`src/rtl/gcd_pkg.sv`:
```
// ============================================================================
// Module   : gcd_pkg
// Brief    : Shared types, defaults and helpers for the GCD arbiter slice.
// Revision : 1.0
// ============================================================================
`default_nettype none

package gcd_pkg;

    localparam int GCD_WIDTH = 16;

    typedef enum logic [2:0] {
        ST_IDLE   = 3'd0,
        ST_START  = 3'd1,
        ST_LOAD_A = 3'd2,
        ST_LOAD_B = 3'd3,
        ST_WAIT   = 3'd4,
        ST_RESP   = 3'd5
    } gcd_arb_state_t;

    // Index width for n requesters, never narrower than one bit.
    function automatic int gcd_id_w(input int n);
        return (n > 1) ? $clog2(n) : 1;
    endfunction

endpackage

`default_nettype wire

```
`src/rtl/gcd_rr_arbiter.sv`:
```
// ============================================================================
// Module   : gcd_rr_arbiter
// Brief    : Combinational round-robin pick, searching from last_grant+1.
// Revision : 1.0
// ============================================================================
`default_nettype none

module gcd_rr_arbiter
    import gcd_pkg::*;
#(
    parameter int N_REQ = 4,
    parameter int ID_W  = gcd_id_w(N_REQ)
) (
    input  logic [N_REQ-1:0] i_req_valid,
    input  logic [ID_W-1:0]  i_last_grant,
    output logic [N_REQ-1:0] o_grant_oh,
    output logic [ID_W-1:0]  o_grant_idx,
    output logic             o_any
);

    always_comb begin
        int pos;
        pos         = 0;
        o_grant_oh  = '0;
        o_grant_idx = '0;
        o_any       = 1'b0;
        // Nearest candidate after the last winner takes the grant.
        for (int k = 1; k <= N_REQ; k++) begin
            pos = int'(i_last_grant) + k;
            if (pos >= N_REQ) begin
                pos = pos - N_REQ;
            end
            if (!o_any && i_req_valid[pos]) begin
                o_any           = 1'b1;
                o_grant_oh[pos] = 1'b1;
                o_grant_idx     = ID_W'(pos);
            end
        end
    end

endmodule

`default_nettype wire

```
`src/rtl/gcd_arbiter.sv`:
```
// ============================================================================
// Module   : gcd_arbiter
// Brief    : Shares one subtractive GCD engine among N_REQ requesters.
//            Optional engine watchdog: define GCD_ARB_TIMEOUT_EN.
// Revision : 1.0
// ============================================================================
`default_nettype none

module gcd_arbiter
    import gcd_pkg::*;
#(
    parameter int N_REQ          = 4,
    parameter int WIDTH          = GCD_WIDTH,
    parameter int TIMEOUT_CYCLES = 1024
) (
    input  logic                        clk,
    input  logic                        rst,
    input  logic [N_REQ-1:0]            req_valid,
    input  logic [N_REQ*WIDTH-1:0]      req_a,
    input  logic [N_REQ*WIDTH-1:0]      req_b,
    output logic [N_REQ-1:0]            req_ready,
    output logic                        eng_start,
    output logic [WIDTH-1:0]            eng_data_in,
    input  logic                        eng_done,
    input  logic [WIDTH-1:0]            eng_result,
    output logic                        rsp_valid,
    input  logic                        rsp_ready,
    output logic [gcd_id_w(N_REQ)-1:0]  rsp_id,
    output logic [WIDTH-1:0]            rsp_gcd,
    output logic                        rsp_err
);

    localparam int c_ID_W = gcd_id_w(N_REQ);

    gcd_arb_state_t     r_state;
    logic [c_ID_W-1:0]  r_last;
    logic [WIDTH-1:0]   r_op_b;
    logic [N_REQ-1:0]   r_req_ready;
    logic               r_eng_start;
    logic [WIDTH-1:0]   r_eng_data;
    logic               r_rsp_valid;
    logic [c_ID_W-1:0]  r_rsp_id;
    logic [WIDTH-1:0]   r_rsp_gcd;

    logic [N_REQ-1:0]   w_grant_oh;
    logic [c_ID_W-1:0]  w_grant_idx;
    logic               w_any;
    logic [WIDTH-1:0]   w_a;
    logic [WIDTH-1:0]   w_b;

`ifdef GCD_ARB_TIMEOUT_EN
    localparam int c_CNT_W = $clog2(TIMEOUT_CYCLES + 1);
    localparam logic [c_CNT_W-1:0] c_CNT_MAX = c_CNT_W'(TIMEOUT_CYCLES);
    logic [c_CNT_W-1:0] r_cnt;
    logic               r_rsp_err;
`endif

    gcd_rr_arbiter #(
        .N_REQ (N_REQ),
        .ID_W  (c_ID_W)
    ) u_rr (
        .i_req_valid  (req_valid),
        .i_last_grant (r_last),
        .o_grant_oh   (w_grant_oh),
        .o_grant_idx  (w_grant_idx),
        .o_any        (w_any)
    );

    assign w_a = req_a[w_grant_idx*WIDTH +: WIDTH];
    assign w_b = req_b[w_grant_idx*WIDTH +: WIDTH];

    always_ff @(posedge clk or posedge rst) begin
        if (rst) begin
            r_state     <= ST_IDLE;
            r_last      <= c_ID_W'(N_REQ - 1);
            r_op_b      <= '0;
            r_req_ready <= '0;
            r_eng_start <= 1'b0;
            r_eng_data  <= '0;
            r_rsp_valid <= 1'b0;
            r_rsp_id    <= '0;
            r_rsp_gcd   <= '0;
`ifdef GCD_ARB_TIMEOUT_EN
            r_cnt       <= '0;
            r_rsp_err   <= 1'b0;
`endif
        end else begin
            r_req_ready <= '0;
            r_eng_start <= 1'b0;
            case (r_state)
                ST_IDLE: begin
                    if (w_any) begin
                        r_req_ready <= w_grant_oh;
                        r_last      <= w_grant_idx;
                        r_rsp_id    <= w_grant_idx;
                        r_op_b      <= w_b;
                        // A zero operand would spin the subtractive loop forever.
                        if ((w_a == '0) || (w_b == '0)) begin
                            r_rsp_gcd   <= w_a | w_b;
                            r_rsp_valid <= 1'b1;
`ifdef GCD_ARB_TIMEOUT_EN
                            r_rsp_err   <= 1'b0;
`endif
                            r_state     <= ST_RESP;
                        end else begin
                            r_eng_start <= 1'b1;
                            r_eng_data  <= w_a;
                            r_state     <= ST_START;
                        end
                    end
                end
                ST_START: begin
                    r_state <= ST_LOAD_A;
                end
                ST_LOAD_A: begin
                    r_eng_data <= r_op_b;
                    r_state    <= ST_LOAD_B;
                end
                ST_LOAD_B: begin
`ifdef GCD_ARB_TIMEOUT_EN
                    r_cnt   <= '0;
`endif
                    r_state <= ST_WAIT;
                end
                ST_WAIT: begin
                    if (eng_done) begin
                        r_rsp_gcd   <= eng_result;
                        r_rsp_valid <= 1'b1;
`ifdef GCD_ARB_TIMEOUT_EN
                        r_rsp_err   <= 1'b0;
`endif
                        r_state     <= ST_RESP;
                    end
`ifdef GCD_ARB_TIMEOUT_EN
                    else if (r_cnt == c_CNT_MAX) begin
                        r_rsp_gcd   <= '0;
                        r_rsp_err   <= 1'b1;
                        r_rsp_valid <= 1'b1;
                        r_state     <= ST_RESP;
                    end else begin
                        r_cnt <= r_cnt + c_CNT_W'(1);
                    end
`endif
                end
                ST_RESP: begin
                    if (rsp_ready) begin
                        r_rsp_valid <= 1'b0;
                        r_state     <= ST_IDLE;
                    end
                end
                default: begin
                    r_state <= ST_IDLE;
                end
            endcase
        end
    end

    assign req_ready   = r_req_ready;
    assign eng_start   = r_eng_start;
    assign eng_data_in = r_eng_data;
    assign rsp_valid   = r_rsp_valid;
    assign rsp_id      = r_rsp_id;
    assign rsp_gcd     = r_rsp_gcd;

`ifdef GCD_ARB_TIMEOUT_EN
    assign rsp_err = r_rsp_err;
`else
    assign rsp_err = 1'b0;
`endif

endmodule

`default_nettype wire

```
`config.mk`:
```
export PLATFORM = sky130hd
export DESIGN_NAME = gcd_arbiter
export DESIGN_NICKNAME = d
export VERILOG_FILES = /design/src/rtl/gcd_pkg.sv /design/src/rtl/gcd_rr_arbiter.sv /design/src/rtl/gcd_arbiter.sv
export SDC_FILE = /design/constraint.sdc
export NUM_CORES = 1
export LEC_CHECK = 0
export ABC_CLOCK_PERIOD_IN_PS = 4500
export BUFFER_PORTS_ARGS = -buffer_cell sky130_fd_sc_hd__buf_2
export CAP_MARGIN = 20
export CORE_UTILIZATION = 45
export DETAILED_ROUTE_END_ITERATION = 10
export PLACE_DENSITY = 0.78
export SYNTH_ARGS = -nofsm -noshare
export SYNTH_HDL_FRONTEND = slang
export SYNTH_SLANG_ARGS = --single-unit
```
`constraint.sdc`:
```
create_clock -name clk -period 4.5 [get_ports clk]
set_input_delay 0 -clock clk [delete_from_list [all_inputs] [get_ports clk]]
set_output_delay 0 -clock clk [all_outputs]
set_load 0.01 [all_outputs]
```
-- After elaboration in Yosys (flattened, before gate mapping)
Index checks and enable logic that the tools add are counted.
- add/subtract/negate cells: 8
- $lt $le $gt $ge: 12
- equal/unequal tests: 10
- shifts and indexed selects: 2
- mux-type cells: 58
- bitwise logic cells: 4
- reductions and logical operators: 22
- operators by type and width (cell ; count):
    $ge A32 B1 Y1 const B ; 4
    $ge A32 B4 Y1 const B ; 4
    $lt A32 B4 Y1 const B ; 4
    $mux W32 ; 4
    $shiftx A64 B7 Y16 ; 2
    $sub A32 B4 Y32 const B ; 4
    $mux W16 ; 5
    $pmux W16 S2 ; 2
    $logic_not A16 Y1 ; 2
    $mux W4 ; 6
    $mux W1 ; 23
    $pmux W3 S6 ; 1
    $or A16 B16 Y16 ; 1
    $mux W3 ; 4
    $or A4 B4 Y4 ; 3
    $bmux W1 S2 ; 4
    $demux W1 S2 ; 4
    $mux W2 ; 4
    $ne A2 B2 Y1 const B ; 4
    $logic_and A1 B1 Y1 ; 7
    $add A2 B2 Y3 const B ; 2
    $eq A3 B2 Y1 const B ; 2
    $eq A3 B3 Y1 const B ; 2
    $reduce_and A3 Y1 ; 2
    other kinds (13) ; 16
- register bits: 61
- bits of input ports: 152
- output and inout port bits: 41
- word-level logic and storage cells: 125

-- Longest topological paths before layout
- word-level depth: 22
- depth in mapped cells: 18
- depth with buffers taken out: 12

-- Modules after synthesis
A second synthesis with hierarchy kept.
- cells, all modules: 394
- area, all modules: 4209.0 µm²
- modules (own cells, without submodules) (module ; instances ; cells an instance ; area an instance (µm²) ; sequential area each (µm²)):
    gcd_arbiter ; 1 ; 314 ; 3572.2 ; 1529.0
    gcd_rr_arbiter ; 1 ; 80 ; 636.9 ; 0.0

-- Least setup slack after synthesis
Ideal clock, no wire load.
- kind: register to register
- start: register r_last[0]
- end: register r_eng_data[1], in the netlist eng_data_in[1]
- setup time: 0.069 ns
- arrival time: 4.312 ns
- required time: 4.431 ns
- setup slack: 0.119 ns
- cell stages (with the launch flop): 17
- buffers on the path: 4
- clock period less this slack: 4.381 ns
- path through: dfstp_2 > buf_4 > inv_4 > ha_1 > buf_2 > mux2i_1 > mux2i_2 > o21a_1 > buf_4 > nor2_4 > mux2_4 > or4_1 > a22o_1 > o32ai_2 > buf_4 > mux2_1 > nand3_1
- longest elaborated chain between the ends: 21
- elaborated cells on any way between the ends: 53
- those cells by class: add/sub: 8; order compare: 4; eq/ne: 2; shift: 2; mux: 27; reduce/logical: 10
- ends and longest elaborated chain (item ; RTL line ; source):
    start, declared ; gcd_arbiter.sv:36 ; logic [c_ID_W-1:0] r_last;
    start signal, assigned ; gcd_arbiter.sv:75 ; r_last <= c_ID_W'(N_REQ - 1);
    start signal, assigned ; gcd_arbiter.sv:94 ; r_last <= w_grant_idx;
    $add A2 B1 Y3 ; gcd_rr_arbiter.sv:29 ; pos = int'(i_last_grant) + k;
    $sub A32 B4 Y32 / $ge A32 B4 Y1 (equally long branches) ; gcd_rr_arbiter.sv:31, gcd_rr_arbiter.sv:30 ;
    $mux W32 ; gcd_rr_arbiter.sv:30 ; if (pos >= N_REQ) begin
    $bmux W1 S2 ; gcd_rr_arbiter.sv:33 ; if (!o_any && i_req_valid[pos]) begin
    $mux W1 (implied by the code) (2 in a row) ; gcd_rr_arbiter.sv:33 ;
    $mux W1 ; gcd_rr_arbiter.sv:33 ;
    $logic_not A1 Y1 ; gcd_rr_arbiter.sv:33 ;
    $logic_and A1 B1 Y1 ; gcd_rr_arbiter.sv:33 ;
    (+4 left out) ; - ;
    $logic_not A1 Y1 ; gcd_rr_arbiter.sv:33 ;
    $logic_and A1 B1 Y1 ; gcd_rr_arbiter.sv:33 ;
    $mux W2 ; gcd_rr_arbiter.sv:33 ;
    $shiftx A64 B7 Y16 (on tied branches) ; gcd_arbiter.sv:69, gcd_arbiter.sv:70 ;
    $logic_not A16 Y1 ; gcd_arbiter.sv:98 ; if ((w_a == '0) || (w_b == '0)) begin
    $logic_or A1 B1 Y1 ; gcd_arbiter.sv:98 ;
    $ne A2 B2 Y1 (no source line) ; - ;
    $reduce_and A3 Y1 (no source line) ; - ;
    end signal, assigned ; gcd_arbiter.sv:107 ; r_eng_data <= w_a;
    end signal, assigned ; gcd_arbiter.sv:116 ; r_eng_data <= r_op_b;
    end, declared ; gcd_arbiter.sv:40 ; logic [WIDTH-1:0] r_eng_data;
Parallel ways exist; a longest one is shown, timed or not. The select of a mux whose other input is x is not followed.
A chain may end at the register's enable or synchronous reset.

-- Worst setup path after layout
- start: register r_last[0]
- end: register r_rsp_gcd[12], in the netlist rsp_gcd[12]
- longest elaborated chain between the ends: 21
- elaborated cells on any way between the ends: 54
- those cells by class: add/sub: 8; order compare: 4; eq/ne: 2; shift: 2; mux: 27; bitwise: 1; reduce/logical: 10
- ends and longest elaborated chain (item ; RTL line ; source):
    $add A2 B1 Y3 ; gcd_rr_arbiter.sv:29 ;
    $sub A32 B4 Y32 / $ge A32 B4 Y1 (equally long branches) ; gcd_rr_arbiter.sv:31, gcd_rr_arbiter.sv:30 ;
    $mux W32 ; gcd_rr_arbiter.sv:30 ;
    $bmux W1 S2 ; gcd_rr_arbiter.sv:33 ;
    $mux W1 (implied by the code) (2 in a row) ; gcd_rr_arbiter.sv:33 ;
    $mux W1 ; gcd_rr_arbiter.sv:33 ;
    $logic_not A1 Y1 ; gcd_rr_arbiter.sv:33 ;
    $logic_and A1 B1 Y1 ; gcd_rr_arbiter.sv:33 ;
    (+4 left out) ; - ;
    $logic_not A1 Y1 ; gcd_rr_arbiter.sv:33 ;
    $logic_and A1 B1 Y1 ; gcd_rr_arbiter.sv:33 ;
    $mux W2 ; gcd_rr_arbiter.sv:33 ;
    $shiftx A64 B7 Y16 (on tied branches) ; gcd_arbiter.sv:69, gcd_arbiter.sv:70 ;
    $logic_not A16 Y1 / $or A16 B16 Y16 (equally long branches) ; gcd_arbiter.sv:98, gcd_arbiter.sv:99 ;
    $logic_or A1 B1 Y1 / $mux W16 (equally long branches) ; gcd_arbiter.sv:98 ;
    $ne A2 B2 Y1 (no source line) / $mux W16 (equally long branches) ; - ;
    $reduce_and A4 Y1 (no source line) / $pmux W16 S2 (equally long branches) ; - ;
    end signal, assigned ; gcd_arbiter.sv:99 ; r_rsp_gcd <= w_a | w_b;
    end signal, assigned ; gcd_arbiter.sv:127 ; r_rsp_gcd <= eng_result;
    end, declared ; gcd_arbiter.sv:43 ; logic [WIDTH-1:0] r_rsp_gcd;
Parallel ways exist; a longest one is shown, timed or not. The select of a mux whose other input is x is not followed.

==> metrics.md <==
| Metric | Value |
|---|---|
| Nets@finish | `983` |
| Critical Path Max Stage Delay | `580 ps` |
| CTS Sinks | `61` |
| Vias per inst | `6.06` |
| # port buffers | `191` |
| Syn nets | `786` |
| Max-slew violations | `0` |
| Syn_area_per_cell | `7.69 um^2` |
| Pwr dens | `905 nW/um^2` |
| CTS Buffer Depth | `2` |
| Unrepaired setup endpoints after global routing | `no` |
| Die width | `106 um` |
| Max H-tree Level | `3` |
| DIE AREA | `11200 um^2` |
| Lkg Pwr | `3.14 nW` |
| Netlist cell types | `64` |
| Critical Path RT | `4740 ps` |
| Final period util | `95.9%` |
| Initial drt markers | `513` |
| Reg2Reg Setup Slack | `190 ps` |
| Final WL | `18.7 mm` |
| Yosys warning count | `0` |
| Fillers | `937` |
| RePlAce Congestion | `0.940` |
| Hold Crit Class | `input pin to flip-flop` |
| Most frequent cells in the layout | `buf_2, nand2_1, dfrtp_1, a21oi_1, o21ai_0` |
| Measured slew at the worst slew-check pin | `1140 ps` |
| Clock Tree Root | `clkbuf_8` |
| CP Capture Type | `flip-flop` |
| Status | `complete, no violations` |
| FMAX | `232 MHz` |
| Setup ws final | `186 ps` |
| DRC errors left | `0` |
| Asr flop ratio synth | `100%` |
| DRT Pass-1 Iters | `6` |
| Initial core utilization | `46.6%` |
| Setup bufs post-CTS | `0` |
| Post-DRT Antenna Nets | `0` |
| Global-route wire length before repair | `28.4 mm` |
| Remaining global-route overflow | `0` |
| #FFs+latches synth | `61` |
| Skew-Pair Late Insertion Delay | `350 ps` |
| Synth-to-Final Area Change | `33.6%` |
| Cell Area, Synth | `4840 um^2` |
| Seq/Total Area, Yosys | `31.6%` |
| WL per Instance | `19.3 um` |
| CP max FO | `32` |
| # setup viols final | `0` |
| Top FF cell, synth | `dfrtp_1` |
| Layout cells sized above 1 | `32.0%` |
| Worst Clk Skew | `12.8 ps` |
| Ant. Diodes | `0` |
| Num CTS Buffers | `9` |
| Relative slew slack | `24.0%` |
| Vias in the first global route | `5608` |
| Antenna violations before repair | `0` |
| Critical-path top delay cell | `mux4_2` |
| All-layer global routing usage | `33.1%` |
| Post-DP HPWL | `14.0 mm` |
| Tmin final | `4310 ps` |
| Crit path cell chain | `buf_8 -> mux4_2 -> nor2b_1 -> o21a_1 -> nor2_4 -> mux2_4 -> or4_1 -> a22o_1 -> o32ai_4 -> buf_4 -> nand2_1 -> a31o_1` |
| Core area | `10400 um^2` |
| Post-synth EDFFs | `0` |
| Critical Path AT | `4550 ps` |
| Pin count of the biggest net entering global routing | `62` |
| Worst-path clk slew | `70 ps` |
| Post-Synthesis Cells | `629` |
| TritonCTS clock tree | `done` |
| MaxCap Viol Count | `0` |
| Die span in y | `106 um` |
| Site Rows | `37` |
| I/O pins | `193` |
| Vias | `5859` |
| Final-report hold violation count | `0` |
| Setup TNS Final | `0 ps` |
| VDD IR max | `0.627 mV` |
| Crit Path Category | `flip-flop to flip-flop` |
| Setup crit start kind | `flip-flop` |
| Commonest non-fill, non-tap cell in the layout | `buf_2` |
| Pre-CTS setup slack | `103 ps` |
where the power goes:
group	internal [mW]	switching [mW]
clock network	0.343	0.227
registers	0.830	0.181
logic	1.62	2.64
total	2.79	3.05
cells in the mapped netlist, types with 5 or more instances:
master | count | area [um^2]
buf_4 | 6 | 45.0
mux2i_1 | 24 | 240
or3_1 | 8 | 50.1
and3_1 | 22 | 138
clkbuf_1 | 35 | 131
o21ai_0 | 37 | 185
ha_1 | 5 | 62.6
a21oi_1 | 40 | 200
a31oi_1 | 9 | 56.3
buf_2 | 5 | 25.0
nand2_1 | 136 | 510
nand3_1 | 36 | 180
nor3_1 | 10 | 50.1
dfrtp_1 | 59 | 1480
mux2_2 | 12 | 135
nor4_1 | 8 | 50.1
inv_1 | 5 | 18.8
nand3b_1 | 10 | 75.1
a22oi_1 | 11 | 82.6
o21ai_1 | 12 | 60.1
nand2b_1 | 5 | 31.3
o211ai_1 | 19 | 143
nor2_1 | 35 | 131
worst paths after layout:
kind	start	to	cells after the start
min in group asynchronous	rst	rsp_valid	4
min	req_b[14]	r_op_b[14]	5
max in group asynchronous	rst	req_ready[3]	4
max	r_last[0]	rsp_gcd[12]	12
min reg2reg	r_op_b[8]	r_op_b[8]	2
max reg2reg	r_last[0]	rsp_gcd[12]	12
worst max-delay path: cells and delay by family (launching register included):
family	cells	cell delay, ps
flops	1	570
simple gates	4	1100
mux	2	910
compound gates	4	1160
buf+inv	2	460
what timing repair did:
action / CTS / global route
resized for setup: 0 / 7
hold buffers: 18 / 0
endpoints found under the hold margin: 76 / 0
endpoints found under the setup margin: 0 / 22
metal layers:
layer  global-route usage [%]  vias up  routed length [um]  share of wire [%]
li1                         -     2679                   -                  -
met1                     40.1     2761                7230                 39
met5                        0        -                   0                  0
met4                     17.9        0                 853                4.6
met2                     54.8      349                9010                 48
met3                     7.11       70                1620                8.6
registers in the layout (all words and copies together), names as in the netlist:
| signal | cells |
|---|---|
| rsp_gcd | 16 |
| rsp_valid | 1 |
| req_ready | 4 |
| r_last | 2 |
| eng_start | 1 |
| rsp_id | 2 |
| r_op_b | 16 |
| eng_data_in | 16 |
| r_state | 3 |
stage by stage:
stage / instances / area, um^2 / hold slack (ps) / power, mW / util (%)
2_1_floorplan: 629 / 4840 / 133 / 3.64 / -
3_3_place_gp: 931 / 5980 / 226 / 4.92 / 57.7
3_5_place_dp: 931 / 5980 / 223 / 5.01 / 57.7
4_1_cts: 965 / 6390 / 125 / 5.60 / 61.6
5_1_grt: 967 / 6460 / 166 / 6.21 / 62.3
6_report: 967 / 6460 / 145 / 5.84 / 62.3
final cells by class:
class	instances	area [um^2]	area share [%]
multi-input cells	510	3090	47.8
inverters	6	25.0	0.387
clock inverters	3	67.6	1.05
flip-flops and latches	61	1530	23.7
clock buffers	13	159	2.46
well taps	136	170	2.63
repair buffers	238	1420	22.0
cells by family (layout without fill, tap and decap cells):
kind of cell / count (synthesis) / after routing / share of synthesized area, %
AND/OR/NAND/NOR: 289 / 289 / 28.1
AO/OA/AOI/OAI: 169 / 169 / 22.6
flip-flops: 61 / 61 / 31.6
buffers and inverters: 58 / 260 / 5.46
multiplexers: 44 / 44 / 10.5
adder cells (fa/ha/maj): 5 / 5 / 1.29
XOR/XNOR: 2 / 2 / 0.362
other: 1 / 1 / 0.0775
No activity file was read; power rests on OpenSTA's default activity.
